==> config.mk <==
export PLATFORM = sky130hd
export DESIGN_NAME = cmd_dispatch_fsm
export DESIGN_NICKNAME = d
export VERILOG_FILES = /design/src/rtl/ecc_cmd_pkg.sv /design/src/rtl/cmd_dispatch_fsm.sv
export SDC_FILE = /design/constraint.sdc
export NUM_CORES = 1
export LEC_CHECK = 0
export BUFFER_PORTS_ARGS = -buffer_cell sky130_fd_sc_hd__buf_2
export CAP_MARGIN = 0
export CORE_ASPECT_RATIO = 1.25
export CORE_MARGIN = 2
export CORE_UTILIZATION = 50
export CTS_CLUSTER_DIAMETER = 100
export DETAILED_ROUTE_END_ITERATION = 16
export GPL_TIMING_DRIVEN = 1
export PLACE_DENSITY = 0.87
export SLEW_MARGIN = 25
export SYNTH_ARGS = -nofsm -noshare
export SYNTH_HDL_FRONTEND = slang
export SYNTH_SLANG_ARGS = --single-unit
==> constraint.sdc <==
create_clock -name clk -period 1.8 [get_ports clk]
set_input_delay 0 -clock clk [delete_from_list [all_inputs] [get_ports clk]]
set_output_delay 0 -clock clk [all_outputs]
set_load 0.01 [all_outputs]
==> src/rtl/ecc_cmd_pkg.sv <==
// Shared encodings for the EC command path: dispatcher FSM states and opcode values.
// Both the FIFO writer and cmd_dispatch_fsm use these definitions.
package ecc_cmd_pkg;

    typedef enum logic [2:0] {
        StIdle  = 3'd0,
        StPop   = 3'd1,
        StLatch = 3'd2,
        StIssue = 3'd3,
        StWait  = 3'd4
    } state_e;

    localparam logic [3:0] OP_NOP = 4'h0;
    localparam logic [3:0] OP_MUL = 4'h1;
    localparam logic [3:0] OP_ADD = 4'h2;
    localparam logic [3:0] OP_SQR = 4'h3;
    localparam logic [3:0] OP_SUB = 4'h4;

endpackage

==> src/rtl/cmd_dispatch_fsm.sv <==
// Command FIFO read side: pop, latch, launch one command and wait for completion.
// Optional watchdog on the WAIT state is enabled with `define CMD_DISPATCH_TIMEOUT_EN.
module cmd_dispatch_fsm
    import ecc_cmd_pkg::*;
#(
    parameter int unsigned DATA  = 4,
    parameter int unsigned CNT_W = 16,
    parameter int unsigned TMO_W = 12
) (
    input  logic             clk,
    input  logic             rst_n,
    input  logic             enable,
    input  logic             fifo_empty,
    input  logic [DATA-1:0]  fifo_data,
    output logic             fifo_rd_en,
    output logic             op_start,
    output logic [DATA-1:0]  op_code,
    input  logic             op_done,
    output logic             busy,
    output logic [CNT_W-1:0] cmd_count,
    output logic             timeout_err
);

    if (TMO_W < 2 || CNT_W < 1 || DATA < 1) begin : g_param_check
        $error("cmd_dispatch_fsm: illegal parameter value");
    end

    state_e           r_state;
    state_e           w_state_d;
    logic [DATA-1:0]  r_op_code;
    logic [CNT_W-1:0] r_cmd_count;
    logic             w_is_nop;
    logic             w_retire;
    logic             w_timeout;

    assign w_is_nop = (r_op_code == DATA'(OP_NOP));

`ifdef CMD_DISPATCH_TIMEOUT_EN
    logic [TMO_W-1:0] r_tmo;
    logic [TMO_W-1:0] w_tmo_next;
    logic             r_timeout_err;

    assign w_tmo_next = r_tmo + TMO_W'(1);
    // Fires on the WAIT cycle whose increment lands on all-ones; completion wins a tie.
    assign w_timeout  = (r_state == StWait) && !op_done && (w_tmo_next == {TMO_W{1'b1}});

    always_ff @(posedge clk or negedge rst_n) begin
        if (!rst_n) begin
            r_tmo         <= '0;
            r_timeout_err <= 1'b0;
        end else begin
            if (r_state == StIssue) begin
                r_tmo <= '0;
            end else if (r_state == StWait) begin
                r_tmo <= w_tmo_next;
            end
            if (w_timeout) begin
                r_timeout_err <= 1'b1;
            end
        end
    end

    assign timeout_err = r_timeout_err;
`else
    assign w_timeout   = 1'b0;
    assign timeout_err = 1'b0;
`endif

    always_comb begin
        w_state_d = r_state;
        w_retire  = 1'b0;
        case (r_state)
            StIdle: begin
                if (enable && !fifo_empty) begin
                    w_state_d = StPop;
                end
            end
            StPop:   w_state_d = StLatch;
            StLatch: w_state_d = StIssue;
            StIssue: begin
                if (w_is_nop) begin
                    w_state_d = StIdle;
                    w_retire  = 1'b1;
                end else begin
                    w_state_d = StWait;
                end
            end
            StWait: begin
                if (op_done) begin
                    w_state_d = StIdle;
                    w_retire  = 1'b1;
                end else if (w_timeout) begin
                    w_state_d = StIdle;
                end
            end
            default: w_state_d = StIdle;
        endcase
    end

    always_ff @(posedge clk or negedge rst_n) begin
        if (!rst_n) begin
            r_state     <= StIdle;
            r_op_code   <= '0;
            r_cmd_count <= '0;
        end else begin
            r_state <= w_state_d;
            // FIFO output is registered, so the popped word is valid during LATCH.
            if (r_state == StLatch) begin
                r_op_code <= fifo_data;
            end
            if (w_retire) begin
                r_cmd_count <= r_cmd_count + CNT_W'(1);
            end
        end
    end

    assign fifo_rd_en = (r_state == StPop);
    assign op_start   = (r_state == StIssue) && !w_is_nop;
    assign op_code    = r_op_code;
    assign busy       = (r_state != StIdle);
    assign cmd_count  = r_cmd_count;

endmodule

-- Yosys cells after proc, flatten, opt, wreduce, memory -nomap -nowiden
Cells that the tools add are included.
- register bits after elaboration: 23
- input port bits: 9
- word-level logic and storage cells: 25
- $add $sub $neg: 1
- equality and inequality tests: 6
- mux-type cells: 7
- reductions and logical operators: 8
- operators with widths (cell ; count):
    adder 16 x 1 -> 16 bit, second input constant ; 1
    one-hot mux 3 bit (5 select lines) ; 1
    2-to-1 mux 3 bit ; 3
    equality test 3 x 2 -> 1 bit, second input constant ; 2
    logical NOT 4 bit ; 1
    inequality test 2 bit, second input constant ; 2
    equality test 3 x 1 -> 1 bit, second input constant ; 1
    equality test 3 bit, second input constant ; 1
    logical NOT 3 bit ; 1
    nonzero test 3 bit ; 1
    logical AND 1 bit ; 2
    logical NOT 1 bit ; 2
    2-to-1 mux 1 bit ; 2
    one-hot mux 1 bit (2 select lines) ; 1
    AND reduction 2 bit ; 1

-- Logic depth before layout (Yosys ltp)
- depth after elaboration: 4
- gate-level depth with buffers: 6

-- Worst setup path after synthesis
OpenSTA, ideal clock, no wires.
- path kind: register -> register
- from: register r_op_code[1], in the netlist op_code[1]
- to: register r_cmd_count[13], in the netlist cmd_count[13]
- library setup time: 0.126 ns
- data arrival time: 1.402 ns
- required time: 1.674 ns
- slack: 0.272 ns
- cell stages (with the launch flop): 6
- buffers on the path: 1
- clock period less this slack: 1.528 ns
- path through: dfrtp_1 -> nor4_4 -> a32o_4 -> buf_12 -> nand4_4 -> xnor2_2
- cells in the longest elaborated chain, start to end: 3
- RTL lines (what ; line ; source):
    start, declared ; cmd_dispatch_fsm.sv:30 ; logic [DATA-1:0] r_op_code;
    start signal, assigned ; cmd_dispatch_fsm.sv:109 ; r_op_code <= fifo_data;
    logical NOT 4 bit ; cmd_dispatch_fsm.sv:36 ; assign w_is_nop = (r_op_code == DATA'(OP_NOP));
    2-to-1 mux 1 bit ; cmd_dispatch_fsm.sv:81 ; if (w_is_nop) begin
    one-hot mux 1 bit (2 select lines) ; cmd_dispatch_fsm.sv:72 ; case (r_state)
    end signal, assigned ; cmd_dispatch_fsm.sv:112 ; r_cmd_count <= r_cmd_count + CNT_W'(1);
    end, declared ; cmd_dispatch_fsm.sv:31 ; logic [CNT_W-1:0] r_cmd_count;
No other way between the ends.
A chain may end at the register's enable or synchronous reset.

-- Final worst setup path
- from: register r_op_code[1], in the netlist op_code[1]
- to: register r_cmd_count[1], in the netlist cmd_count[1]
The elaborated chain is that of the path after synthesis.

==> flow_summary.yaml <==
power:
  p_leak_nw: 0.6832
  powerDensity_mw_per_mm2: 1167
  power.share.clock: 0.147
  p_comb_frac: 0.394
  pwr-share-seq: 0.460
  peakVddDrop_uv: 780.9
  p_int_mw: 1.057
  switching_share: 0.3734
  p_switching_uw: 629.7
logic_synthesis:
  synth_nets: 102
  postSynthAreaPerCell_sq_um: 12.65
  ys.flop_type: "dfrtp_1"
  synth_area_sq_mm: 0.001164
  async_reset_ff_frac: 1.000
  ys_ff_latch: 23
  ys_warn_count: 0
  ys_seq_area_frac: 0.4946
  syn_inst: 92
  synth_cell_type_count: 32
  synth_edf_count: 0
critical_path:
  start_kind: "flip-flop"
  worstPathMaxFanout: 16
  cpPeakStageDelay_ns: 0.44
  critical_path_arrival_ns: 1.88
  worstSetupPathType: "flip-flop to flip-flop"
  r2r_cells: 3
  r2r-end: "cmd_count[1]"
  reg2reg_slack_ns: 0.15
  crit_chain: "nor4_4 > a32o_4 > mux2_2"
  crit_path_end_kind: "flip-flop"
  worstReg2RegStart: "op_code[1]"
  crit_slowest_cell: "dfrtp_1"
  path_buf_inv: 0
  critPathTopFamily: "flip-flops"
  critPathRequiredTime_ns: 2.03
route:
  drtPass1Iterations: 2
  drt-total-wl_mm: 2.130
  drt_iter0_drc: 5
  avgRoutedWirePerCell_um: 12.91
  vias: 819
  drc: 0
  viasPerCell: 4.964
  final_antenna_net_count: 0
clock_tree:
  htreeDepth: 1
  clk_path_buf_depth: 2
  insertion_delay_ns: 0.33
  cts-resized-gates: 0
  cts_made_buffers: 3
  clock_sinks: 23
  path_clk_slew_ns: 0.13
  clockRootBuffer: "clkbuf_4"
  tritoncts: "done"
hold_path:
  hold_class: "input pin to asynchronous set/reset pin"
die:
  start_util: 0.5263
  fp.coreArea_sq_mm: 0.002211
  die_h_um: 57.94
  std_cell_rows: 19
  pin_count: 33
  fp.dieW_um: 47.15
  dieArea_sq_mm: 0.002732
final_layout:
  areaGrowthSynthToFinish_pct: 24.19
  layout_common_cells: "buf_2, dfrtp_1, xnor2_1"
  final_cells: 165
  antennaDiodeCount: 0
  drive_above_1_share: 0.4254
  nets: 145
  final_common_cell: "buf_2"
timing:
  setup_tns_ns: 0
  period_share: 0.9150
  fin_skew_ns: 0.008590
  rsz0062_at_grt: "no"
  hold_viol: 0
  max_freq_mhz: 607.2
  setup_viol: 0
  slew_viol_final: 0
  fin_crit_ns: 1.647
global_route:
  grt_pass1_wl_mm: 3.332
  grt_max_degree: 24
  grt_pass1_vias: 793
  overflow: 0
  antenna_found_initial: 0
  grtUsageTotal: 0.1721
place:
  gp_congestion: 0.7126
  portBuffers: 31
  dp_hpwl_mm: 1.531
  placedCellCount: 153
job:
  max_cap_violations: 0
outcome:
  status: "finished, final reports clean"
[registers in the layout (all words and copies together) (netlist names)]
register / cells
cmd_count: 16
r_state: 3
op_code: 4
[stage by stage]
stage / setup slack (ns) / cell area (sq um) / util / power [mW] / hold slack [ns]
after detailed placement: 0.1598 / 1338 / 0.6050 / 1.434 / 0.001224
final: 0.1531 / 1445 / 0.6537 / 1.686 / 0.1618
after global placement: 0.2022 / 1338 / 0.6050 / 1.404 / -0.01258
after floorplan: 0.2723 / 1164 / - / 1.224 / -0.2956
after global routing: 0.07936 / 1445 / 0.6537 / 1.792 / 0.2185
after CTS: 0.1540 / 1445 / 0.6537 / 1.705 / 0.1664
[worst max path at each step]
stage	startpoint	to	slack, ns	cells past startpoint
finish	op_code[1]	cmd_count[1]	0.15	3
global route	op_code[1]	cmd_count[1]	0.08	3
CTS	op_code[1]	cmd_count[1]	0.15	3
detailed placement	op_code[1]	cmd_count[1]	0.16	3
global placement	op_code[1]	cmd_count[1]	0.20	3
floorplan	op_code[1]	cmd_count[13]	0.27	5
[worst reg2reg max path, stage by stage (launching register included)]
cell     delay [ns]
dfrtp_1        0.44
nor4_4         0.35
a32o_4         0.40
mux2_2         0.37
[routing by layer]
metal  part of all wire  up-vias  routed length (um)  track usage
met3              0.048        3                 103      0.02492
met1               0.41      383                 883       0.1955
met5                  0        -                   0            0
met4              0.021        0                  44      0.08333
met2               0.52       28                1099       0.3014
li1                   -      405                   -            -
[cells in the mapped netlist (all sizes together) (2+ instances only)]
cell / n / area, sq um
dfrtp: 23 / 575.6
xnor2: 15 / 138.9
nand4: 8 / 65.06
nand3: 7 / 70.07
mux2: 5 / 56.30
and3: 4 / 26.28
nand2: 4 / 15.01
buf: 3 / 38.79
nor2: 3 / 11.26
nor2b: 2 / 15.02
nor3: 2 / 10.01
nor3b: 2 / 15.01
nor4: 2 / 33.78
[cell families after synthesis]
logic type | after synthesis | share of synthesized area
fa+ha+maj | 1 | 0.01075
mux | 5 | 0.04838
buf+inv | 5 | 0.03978
simple gates | 38 | 0.2495
flops | 23 | 0.4946
xor+xnor | 16 | 0.1269
other cells | 1 | 0.003223
compound gates | 3 | 0.02687
[cell type report]
type | count | area, sq um
fillers | 186 | 765.7
flip-flops and latches | 23 | 575.6
multi-input cells | 64 | 541.8
repair buffers | 42 | 257.7
well taps | 31 | 38.79
clock buffers | 3 | 22.52
clock inverters | 1 | 5.005
inverters | 1 | 3.754
[repair_timing]
action                                 4_1_cts  5_1_grt
buffers inserted                             0        0
hold buffers                                 8        0
endpoints found under the hold margin       29        0
[power by group through the flow]
stage,Clock [mW],Sequential [mW],Combinational (mW)
floorplan,0,0.810,0.414
global placement,0,0.777,0.627
detailed placement,0,0.788,0.645
CTS,0.255,0.777,0.672
global route,0.268,0.791,0.733
finish,0.247,0.775,0.664
(Power assumes the default switching activity.)
